[src/rtl/vip_pkg.sv]
// ============================================================================
//  Module   : vip_pkg
//  Brief    : Shared constants and types for the video-processing (vip) stages.
//  Revision : 1.0 - initial release
// ============================================================================
`default_nettype none

package vip_pkg;

    localparam int VIP_H_ACTIVE = 640;
    localparam int VIP_V_ACTIVE = 480;
    localparam int VIP_CNT_W    = 20;
    localparam int VIP_CRD_W    = 11;

    typedef enum logic [0:0] {
        WAIT_SOF = 1'b0,
        ACTIVE   = 1'b1
    } frame_state_e;

endpackage

`default_nettype wire

[src/rtl/vip_sync_edge.sv]
// ============================================================================
//  Module   : vip_sync_edge
//  Brief    : Registers vsync/href and derives start-of-frame / end-of-line pulses.
//  Revision : 1.0 - initial release
// ============================================================================
`default_nettype none

module vip_sync_edge (
    input  logic clk,
    input  logic rst_n,
    input  logic vsync_i,
    input  logic href_i,
    output logic sof_o,
    output logic eol_o
);

    logic vsync_q;
    logic href_q;

    always_ff @(posedge clk or negedge rst_n) begin
        if (!rst_n) begin
            vsync_q <= 1'b0;
            href_q  <= 1'b0;
        end else begin
            vsync_q <= vsync_i;
            href_q  <= href_i;
        end
    end

    assign sof_o = vsync_i & ~vsync_q;
    assign eol_o = ~href_i & href_q;

endmodule

`default_nettype wire

[src/rtl/edge_frame_stats.sv]
// ============================================================================
//  Module   : edge_frame_stats
//  Brief    : Per-frame edge-pixel count and bounding box, published at next SOF.
//  Revision : 1.0 - initial release
// ============================================================================
`default_nettype none

module edge_frame_stats
    import vip_pkg::*;
#(
    parameter int H_ACTIVE = VIP_H_ACTIVE,
    parameter int V_ACTIVE = VIP_V_ACTIVE,
    parameter int CNT_W    = VIP_CNT_W,
    parameter int CRD_W    = VIP_CRD_W
) (
    input  logic             clk,
    input  logic             rst_n,
    input  logic             in_vsync,
    input  logic             in_href,
    input  logic             in_clken,
    input  logic             in_bit,
    output logic             stat_valid,
    output logic [CNT_W-1:0] stat_cnt,
    output logic             stat_hit,
    output logic [CRD_W-1:0] stat_xmin,
    output logic [CRD_W-1:0] stat_xmax,
    output logic [CRD_W-1:0] stat_ymin,
    output logic [CRD_W-1:0] stat_ymax,
    output logic             stat_err,
    output logic [15:0]      frame_cnt
);

    localparam logic [CRD_W-1:0] C_H_LIM = CRD_W'(H_ACTIVE);
    localparam logic [CRD_W-1:0] C_V_LIM = CRD_W'(V_ACTIVE);

    logic w_sof;
    logic w_eol;
    logic w_pix;
    logic w_in_range;
    logic w_acc_en;
    logic w_publish;
    logic w_clear;

    frame_state_e state_q, state_d;

    logic [CRD_W-1:0] x_q, y_q;
    logic             line_pix_q;

    logic [CNT_W-1:0] cnt_q;
    logic             hit_q, err_q;
    logic [CRD_W-1:0] xmin_q, xmax_q, ymin_q, ymax_q;

    logic             stat_valid_q, stat_hit_q, stat_err_q;
    logic [CNT_W-1:0] stat_cnt_q;
    logic [CRD_W-1:0] stat_xmin_q, stat_xmax_q, stat_ymin_q, stat_ymax_q;
    logic [15:0]      frame_cnt_q;

    vip_sync_edge u_sync_edge (
        .clk     (clk),
        .rst_n   (rst_n),
        .vsync_i (in_vsync),
        .href_i  (in_href),
        .sof_o   (w_sof),
        .eol_o   (w_eol)
    );

    assign w_pix      = in_clken & in_href & ~in_vsync;
    assign w_in_range = (x_q < C_H_LIM) && (y_q < C_V_LIM);
    assign w_acc_en   = (state_q == ACTIVE) && w_pix;

    always_ff @(posedge clk or negedge rst_n) begin
        if (!rst_n) state_q <= WAIT_SOF;
        else        state_q <= state_d;
    end

    always_comb begin
        state_d   = state_q;
        w_publish = 1'b0;
        w_clear   = 1'b0;
        case (state_q)
            WAIT_SOF: begin
                if (w_sof) begin
                    w_clear = 1'b1;
                    state_d = ACTIVE;
                end
            end
            ACTIVE: begin
                if (w_sof) begin
                    w_publish = 1'b1;
                    w_clear   = 1'b1;
                end
            end
            default: state_d = WAIT_SOF;
        endcase
    end

    // Position tracking; y only advances past lines that actually carried pixels.
    always_ff @(posedge clk or negedge rst_n) begin
        if (!rst_n) begin
            x_q        <= '0;
            y_q        <= '0;
            line_pix_q <= 1'b0;
        end else if (w_sof) begin
            x_q        <= '0;
            y_q        <= '0;
            line_pix_q <= 1'b0;
        end else if (w_eol) begin
            x_q        <= '0;
            line_pix_q <= 1'b0;
            if (line_pix_q && (y_q != '1)) y_q <= y_q + CRD_W'(1);
        end else if (w_pix) begin
            line_pix_q <= 1'b1;
            if (x_q != '1) x_q <= x_q + CRD_W'(1);
        end
    end

    always_ff @(posedge clk or negedge rst_n) begin
        if (!rst_n) begin
            cnt_q  <= '0;
            hit_q  <= 1'b0;
            err_q  <= 1'b0;
            xmin_q <= '1;
            xmax_q <= '0;
            ymin_q <= '1;
            ymax_q <= '0;
        end else if (w_clear) begin
            cnt_q  <= '0;
            hit_q  <= 1'b0;
            err_q  <= 1'b0;
            xmin_q <= '1;
            xmax_q <= '0;
            ymin_q <= '1;
            ymax_q <= '0;
        end else if (w_acc_en) begin
            if (!w_in_range) begin
                err_q <= 1'b1;
            end else if (in_bit) begin
                hit_q <= 1'b1;
                if (cnt_q != '1) cnt_q <= cnt_q + CNT_W'(1);
                if (x_q < xmin_q) xmin_q <= x_q;
                if (x_q > xmax_q) xmax_q <= x_q;
                if (y_q < ymin_q) ymin_q <= y_q;
                if (y_q > ymax_q) ymax_q <= y_q;
            end
        end
    end

    // An edge-free frame reports a zero box rather than the all-ones min init.
    always_ff @(posedge clk or negedge rst_n) begin
        if (!rst_n) begin
            stat_valid_q <= 1'b0;
            stat_cnt_q   <= '0;
            stat_hit_q   <= 1'b0;
            stat_err_q   <= 1'b0;
            stat_xmin_q  <= '0;
            stat_xmax_q  <= '0;
            stat_ymin_q  <= '0;
            stat_ymax_q  <= '0;
            frame_cnt_q  <= '0;
        end else begin
            stat_valid_q <= w_publish;
            if (w_publish) begin
                stat_cnt_q  <= cnt_q;
                stat_hit_q  <= hit_q;
                stat_err_q  <= err_q;
                stat_xmin_q <= hit_q ? xmin_q : '0;
                stat_xmax_q <= hit_q ? xmax_q : '0;
                stat_ymin_q <= hit_q ? ymin_q : '0;
                stat_ymax_q <= hit_q ? ymax_q : '0;
                frame_cnt_q <= frame_cnt_q + 16'd1;
            end
        end
    end

    assign stat_valid = stat_valid_q;
    assign stat_cnt   = stat_cnt_q;
    assign stat_hit   = stat_hit_q;
    assign stat_err   = stat_err_q;
    assign stat_xmin  = stat_xmin_q;
    assign stat_xmax  = stat_xmax_q;
    assign stat_ymin  = stat_ymin_q;
    assign stat_ymax  = stat_ymax_q;
    assign frame_cnt  = frame_cnt_q;

endmodule

`default_nettype wire

[config.mk]
export PLATFORM = sky130hd
export DESIGN_NAME = edge_frame_stats
export DESIGN_NICKNAME = d
export VERILOG_FILES = /design/src/rtl/vip_pkg.sv /design/src/rtl/vip_sync_edge.sv /design/src/rtl/edge_frame_stats.sv
export SDC_FILE = /design/constraint.sdc
export NUM_CORES = 1
export LEC_CHECK = 0
export CORE_ASPECT_RATIO = 1.1
export CORE_MARGIN = 3
export CORE_UTILIZATION = 51
export DETAILED_ROUTE_END_ITERATION = 10
export PLACE_DENSITY_LB_ADDON = 0.05
export SYNTH_ARGS = -nofsm -noshare
export SYNTH_HDL_FRONTEND = slang
export SYNTH_SLANG_ARGS = --single-unit
export TNS_END_PERCENT = 30
[constraint.sdc]
create_clock -name clk -period 2.16 [get_ports clk]
set_input_delay 0.54 -clock clk [delete_from_list [all_inputs] [get_ports clk]]
set_output_delay 0.54 -clock clk [all_outputs]
set_load 0.02 [all_outputs]
==> metrics.md, run 1 <==
| Metric | Value |
|---|---|
| Area delta synth->final | 27.7% |
| Final worst path period need | 2.15 ns |
| First drt pass iteration count | 5 |
| GRT met3 Usage | 4.43% |
| RSZ-0062 raised after global routing | true |
| Syn_area_per_cell | 10.0 um2 |
| Initial antenna violation count | 0 |
| Worst r2r path cells | 7 |
| Post-DP HPWL | 15100 um |
| Library cells used by synthesis | 64 |
| Clock Skews | 0.0100 ns |
| Clock Latency Late Sink | 0.43 ns |
| GR Util All Layers | 23.6% |
| Number of fillers in the final layout | 1295 |
| Critical-path cell list | inv_1 -> ha_4 -> a21o_1 -> a221oi_2 -> buf_4 -> a311o_1 -> mux2_2 |
| Smallest setup slack after layout | 0.00583 ns |
| Hold Crit Class | in2async |
| Critical path's largest stage delay | 0.39 ns |
| Core ar. | 16400 um2 |
| Ys Warns | 0 |
| Worst slack at placement | -0.435 ns |
| Fmax | 0.464 GHz |
| Power per cell area | 683 nW/um2 |
| Die Width | 130 um |
| Syn nets | 912 |
| Max H-tree Level | 4 |
| FF-to-FF Start | xmax_q[4]$_DFFE_PN0P_ |
| Clk slew on worst S/H paths | 0.06 ns |
| Largest net degree at the start of global routing | 53 |
| Slew Viols, Final | 0 |
| Most crowded layer after global routing | met2 |
| Yosys top cell area share | 44.5% |
| CP max-delay cell | dfrtp_1 |
| Area leader, netlist | dfrtp_1 |
| Nets@finish | 1056 |
| Final Wtd Congestion | 0.858 |
| Buffers added on ports | 88 |
| # setup viols final | 0 |
| CTS Buf Count | 17 |
| Sequential-to-total area share from yosys stat | 51.2% |
| R2R Setup Slk | 0.006 ns |
| Layout cells sized above 1 | 17.4% |
| Top FF cell, synth | dfrtp_1 |
| Arrival @ worst endpoint | 2.47 ns |
| Worst flop-to-flop path endpoint | xmax_q[1]$_DFFE_PN0P_ |
| DIE HEIGHT | 142 um |
| DR iter-0 viols | 533 |
| Io pins | 89 |
| Max clock buf depth | 2 |
| Ranking of synthesized cells by area | dfrtp_1 45%, dfstp_2 6.7%, ha_1 6.7% |
| DRC | 0 |
| Max Cap Viol | 0 |
| WL final | 20900 um |
| Startpoint types | flop |
| Post-synth EDFFs | 0 |
| Final Hold Fails | 0 |
| CP Capture Type | flop |
| CP required | 2.47 ns |
| GRT met1 Usage | 33.2% |
| CTS tree | built |
| Avg WL per Cell | 17.1 um |
| Status | finished clean |
| Worst-path maximum fanout | 4 |
| Count leader, synth | dfrtp_1 |
| Leakage power | 5.11 nW |
| Antenna diode count | 0 |
| Starting Density | 52.4% |
| Inst Count DP | 1187 |
| Final ANT Viol Nets | 0 |
| Worst-case vdd ir drop | 0.465 mV |
| Total gr overflow | 0 |
| Netlist Area Pre-Place | 8600 um2 |
| Avg Vias per Cell | 5.66 |
| Flops & latches, synth | 175 |
| Site Rows | 49 |
| Hold_buf cts | 0 |
| Most frequent cells after synthesis | 153 x dfrtp_1, 146 x nand2_1, 64 x nor2_1 |
| Max-Slew Margin vs Limit | 71.2% |
| Grt met2 use | 36.9% |
| Clock root cell | clkbuf_16 |
| Asr flop ratio synth | 100% |
| Final Non-Filler Cells | 1221 |
| First-pass GRT wire length | 34500 um |
| Vias | 6913 |
| Period utilisation layout | 99.7% |
| CP Class | reg2reg |
| Cells after synthesis | 860 |
| Slew of the pin with the lowest slew margin | 0.427 ns |
| Vias in the first global route | 6906 |
| DIE AREA | 18500 um2 |
| Clk sink count | 175 |
==> metal layers <==
metal  up-vias  share of wire (%)
met2       180                 48
met3        27                4.3
met4         0                1.5
met1      3396                 47
met5         -                  0
li1       3310                  -
==> placed cells by master (no fill, tap or decap), drive strengths merged, types with 34 or more instances in the layout <==
cell type / count
dfrtp: 153
nand2: 146
ha: 46
clkdlybuf4s50: 87
o31ai: 53
buf: 76
nor2: 66
a21oi: 34
inv: 58
==> state kept, by name (all words and copies together), names as in the netlist <==
name and count:
cnt_q 20, err_q 1, frame_cnt 16, hit_q 1
line_pix_q 1, stat_cnt 20, stat_err 1, stat_hit 1
stat_valid 1, stat_xmax 11, stat_xmin 11, stat_ymax 11
stat_ymin 11, state_q 1, u_sync_edge.href_q 1, u_sync_edge.vsync_q 1
x_q 11, xmax_q 11, xmin_q 11, y_q 11
ymax_q 11, ymin_q 11
==> report_power, final <==
group          internal (W)  switching [W]
Sequential          0.00347       0.000135
Clock               0.00171        0.00123
Combinational      0.000416       0.000544
==> how the worst max path moves through the flow <==
stage / startpoint / to / depth (start not counted)
global route: xmax_q[4]$_DFFE_PN0P_ / xmax_q[1]$_DFFE_PN0P_ / 7
floorplan: cnt_q[0]$_DFFE_PN0P_ / cnt_q[12]$_DFFE_PN0P_ / 6
detailed placement: in_vsync / cnt_q[14]$_DFFE_PN0P_ / 7
CTS: ymax_q[6]$_DFFE_PN0P_ / ymax_q[7]$_DFFE_PN0P_ / 9
global placement: in_bit / cnt_q[14]$_DFFE_PN0P_ / 7
finish: xmax_q[4]$_DFFE_PN0P_ / xmax_q[1]$_DFFE_PN0P_ / 7
==> cells by family (layout without fill, tap and decap cells) <==
group,after synthesis,count (layout),synth area share (%)
multiplexers,38,38,4.55
adder cells (fa/ha/maj),46,46,6.69
AO/OA/AOI/OAI,151,151,12.1
flip-flops,175,175,51.2
AND/OR/NAND/NOR,323,323,17.9
XOR/XNOR,29,29,2.95
buffers and inverters,98,255,4.57
==> critical path, delay by kind of cell, from the launching register on <==
family                   cells  cell delay [ns]
buffers and inverters        2             0.29
multiplexers                 1             0.36
flip-flops                   1             0.39
adder cells (fa/ha/maj)      1             0.22
AO/OA/AOI/OAI                3             0.78
==> stage by stage <==
stage               cell area [um2]  setup TNS, ns  power, W  hold WS, ns  utilization (%)
finish                        11000              0   0.00750       0.0210             66.9
global route                  11000         -0.374   0.00781       0.0343             66.9
CTS                           10800              0   0.00758       0.0206             66.0
floorplan                      8600              0   0.00413        0.244                -
global placement              10300         -19.92   0.00460        0.457             62.4
detailed placement            10300         -24.20   0.00463        0.461             62.4
==> final cells by class <==
| cell class | count | area [um2] | area share (%) |
|---|---|---|---|
| clock buffer | 26 | 499 | 4.54 |
| inverter | 60 | 225 | 2.05 |
| clock inverter | 6 | 61.3 | 0.558 |
| timing repair buffer | 163 | 1570 | 14.3 |
| tap | 204 | 255 | 2.32 |
| sequential | 175 | 4410 | 40.1 |
| multi-input combinational | 587 | 3970 | 36.1 |
==> repair_timing <==
| action | CTS | global route |
|---|---|---|
| endpoints found under the setup margin | 11 | 34 |
| pin swaps | 2 | 3 |
| setup buffers | 0 | 2 |
| resized for setup | 5 | 25 |
Power figures use the tool's default switching activity.
==> run 2, diff against run 1 <==
--- a/config.mk
+++ b/config.mk
@@ -5,10 +5,12 @@
 export SDC_FILE = /design/constraint.sdc
 export NUM_CORES = 1
 export LEC_CHECK = 0
+export ABC_AREA = 1
 export CORE_ASPECT_RATIO = 1.1
 export CORE_MARGIN = 3
 export CORE_UTILIZATION = 51
 export DETAILED_ROUTE_END_ITERATION = 10
+export GPL_ROUTABILITY_DRIVEN = 0
 export PLACE_DENSITY_LB_ADDON = 0.05
 export SYNTH_ARGS = -nofsm -noshare
 export SYNTH_HDL_FRONTEND = slang
==> run 2 against run 1 <==
Cell count grew 21%. Worst hold slack lost 0.0042 ns. Design area grew 1.2%. Core utilization shrank 2.5 points. Synthesized cell count grew 29%. Sequential power grew 4%. Highest routed layer is now met5. Sequential cell count is the same. Clock-buffer cell count shrank 6. Maximum frequency grew 4.6%. Via count grew 8.7%. First-iteration DRC count shrank 38%. Synthesized area grew 5.8%.
==> metrics.md, run 2 <==
| Metric | Value |
|---|---|
| Ranking of synthesized cells by area | dfrtp_1 42%, nand2_1 13%, dfstp_2 6.4% |
| First drt pass iteration count | 4 (-1) |
| Final ANT Viol Nets | 0 (unchanged) |
| Period utilisation layout | 95.3% (-4.4 points) |
| Io pins | 89 (unchanged) |
| Area leader, netlist | dfrtp_1 |
| Total gr overflow | 0 (unchanged) |
| Worst-path maximum fanout | 5 (+1) |
| Nets@finish | 1284 (+22%) |
| Yosys top cell area share | 42.1% (-2.4 points) |
| Count leader, synth | nand2_1 |
| Ys Warns | 0 (unchanged) |
| Starting Density | 52.7% (+0.36 points) |
| Library cells used by synthesis | 39 (-39%) |
| Final Power | 0.00805 W (+7.3%) |
| Max-Slew Margin vs Limit | 62.1% (-9.1 points) |
| Clock Latency Late Sink | 0.43 ns (about the same) |
| First-pass GRT wire length | 35500 um (+2.8%) |
| CP required | 1.62 ns (-0.85 ns) |
| Post-DP HPWL | 15300 um (+1.9%) |
| Initial antenna violation count | 1 (+1) |
| Cells after synthesis | 1109 (+29%) |
| CP Capture Type | output port |
| Buf/Inv on CP | 1 (-1) |
| Antenna diode count | 0 (unchanged) |
| Worst-case vdd ir drop | 0.511 mV (+9.8%) |
| # setup viols final | 0 (unchanged) |
| Site Rows | 50 (+2.0%) |
| Syn_area_per_cell | 8.21 um2 (-18%) |
| Max H-tree Level | 4 (unchanged) |
| Final Hold Fails | 0 (unchanged) |
| Clk sink count | 175 (unchanged) |
| Critical path's largest stage delay | 0.64 ns (+0.25 ns) |
| Sequential-to-total area share from yosys stat | 48.4% (-2.8 points) |
| Post-synth EDFFs | 0 (unchanged) |
| CTS Buf Count | 17 (unchanged) |
| Worst slack at placement | -0.0866 ns (+0.348 ns) |
| Layout cells sized above 1 | 12.2% (-5.2 points) |
| Slew of the pin with the lowest slew margin | 0.564 ns (+0.137 ns) |
| Slew Viols, Final | 0 (unchanged) |
| DRC | 0 (unchanged) |
| DIE AREA | 19500 um2 (+5.6%) |
| R2R Setup Slk | 0.22 ns (+0.21 ns) |
| Hold_buf cts | 0 (unchanged) |
| Status | finished clean |
| Clock root cell | clkbuf_16 |
| Hold Crit Class | in2async |
| GR Util All Layers | 22.1% (-1.5 points) |
| Core ar. | 17300 um2 (+5.1%) |
| Startpoint types | flop |
| Clock Skews | 0.00781 ns (-0.00222 ns) |
| Netlist Area Pre-Place | 9100 um2 (+5.8%) |
| Post-CTS Resized | 0 (-5) |
| Power per cell area | 724 nW/um2 (+6.0%) |
| Avg WL per Cell | 14.0 um (-18%) |
| Most frequent cells in the layout | 321 x nand2_1, 153 x dfrtp_1, 123 x inv_1 |
| CP Class | reg2out |
| Vias in the first global route | 7176 (+3.9%) |
| Max Cap Viol | 0 (unchanged) |
| Critical-path cell list | clkdlybuf4s50_1 |
| Max clock buf depth | 2 (unchanged) |
| Leakage power | 5.42 nW (+6.0%) |
| DIE HEIGHT | 146 um (+2.7%) |
| Area delta synth->final | 22.2% |
| Flops & latches, synth | 175 (unchanged) |
| Arrival @ worst endpoint | 1.52 ns (-0.95 ns) |
| Buffers added on ports | 88 (unchanged) |
| Fmax | 0.486 GHz (+4.6%) |
| Number of fillers in the final layout | 1529 (+18%) |
| GRT met3 Usage | 3.69% (-0.74 points) |
| Largest delay share family, worst path | buffers and inverters |
| DR iter-0 viols | 332 (-38%) |
| Most crowded layer after global routing | met2 |
| Die Width | 133 um (+2.7%) |
| Grt met2 use | 36.1% (-0.80 points) |
| Avg Vias per Cell | 5.08 (-10%) |
| Clk slew on worst S/H paths | 0.07 ns (about the same) |
| Final worst path period need | 2.06 ns (-0.0947 ns) |
| Most frequent cells after synthesis | 321 x nand2_1, 153 x dfrtp_1, 123 x inv_1 |
| Syn nets | 1161 (+27%) |
| Commonest non-fill, non-tap cell in the layout | nand2_1 |
| Asr flop ratio synth | 100% (unchanged) |
| Top FF cell, synth | dfrtp_1 |
| WL final | 20700 um (-1.1%) |
| Largest net degree at the start of global routing | 59 (+11%) |
| GRT met1 Usage | 30.8% (-2.4 points) |
| CP max-delay cell | clkdlybuf4s50_1 |
| CTS tree | built |
| Smallest setup slack after layout | 0.101 ns (+0.0947 ns) |
| Post-CTS Setup Inserts | 0 (unchanged) |
| RSZ-0062 raised after global routing | false |
| Vias | 7516 (+8.7%) |
| Worst hold slack | 0.0168 ns (-0.00419 ns) |
## run 2: cell types whose count changed in the layout (fill, tap and decap cells not counted), sizes merged, moves of 21 or more
cell,before,now
nor2,66,87
nand3,29,115
inv,58,126
o21ai,29,103
o31ai,53,2
nand2,146,333
mux2i,29,0
buf,76,51
## run 2: power breakdown
part	leakage, nW	switching, W	internal [W]
sequential	2.33	0.000223	0.00354
combinational	2.82	0.000805	0.000544
clock	0.273	0.00129	0.00165
## run 2: per-stage QoR
step / cell area (um2) / utilization, % / setup TNS (ns) / instances
after global placement: 10600 / 61.1 / -1.19 / 1447
after detailed placement: 10600 / 61.1 / -2.19 / 1447
after global routing: 11100 / 64.4 / 0 / 1479
final: 11100 / 64.4 / 0 / 1479
after CTS: 11100 / 64.4 / 0 / 1479
after floorplan: 9100 / - / 0 / 1109
## run 2: metal layers
metal	routed length, um	part of all wire (%)
met1	9970	48
met2	9750	47
met3	654	3.2
met4	307	1.5
met5	12	0.058
## run 2: kinds of logic (layout without fill, tap and decap cells)
| group | Yosys count | after routing | synth area share (%) |
|---|---|---|---|
| AO/OA/AOI/OAI | 132 | 132 | 7.96 |
| XOR/XNOR | 20 | 20 | 1.92 |
| adder cells (fa/ha/maj) | 46 | 46 | 6.32 |
| buffers and inverters | 160 | 296 | 7.13 |
| flip-flops | 175 | 175 | 48.4 |
| AND/OR/NAND/NOR | 576 | 576 | 28.2 |
## run 2: path summary, 6_finish.rpt
kind                                      startpoint                     to  cells past startpoint
min                                            rst_n  ymax_q[5]$_DFFE_PN0P_                      1
max reg2reg                       y_q[0]$_DFFE_PN0P_     y_q[3]$_DFFE_PN0P_                      9
max in group asynchronous                      rst_n  xmax_q[1]$_DFFE_PN0P_                      2
min in group clk               ymin_q[9]$_DFFE_PN1P_  ymin_q[9]$_DFFE_PN1P_                      2
min reg2reg                    ymin_q[9]$_DFFE_PN1P_  ymin_q[9]$_DFFE_PN1P_                      2
max                        frame_cnt[10]$_DFFE_PN0P_          frame_cnt[10]                      1
## run 2: area by class of cell
cell class | count | area [um2] | share of cell area, %
inverter | 126 | 474 | 4.26
sequential | 175 | 4410 | 39.6
clock buffer | 20 | 457 | 4.11
multi-input combinational | 774 | 4050 | 36.4
clock inverter | 12 | 111 | 1.00
timing repair buffer | 138 | 1330 | 12.0
tap | 234 | 293 | 2.63
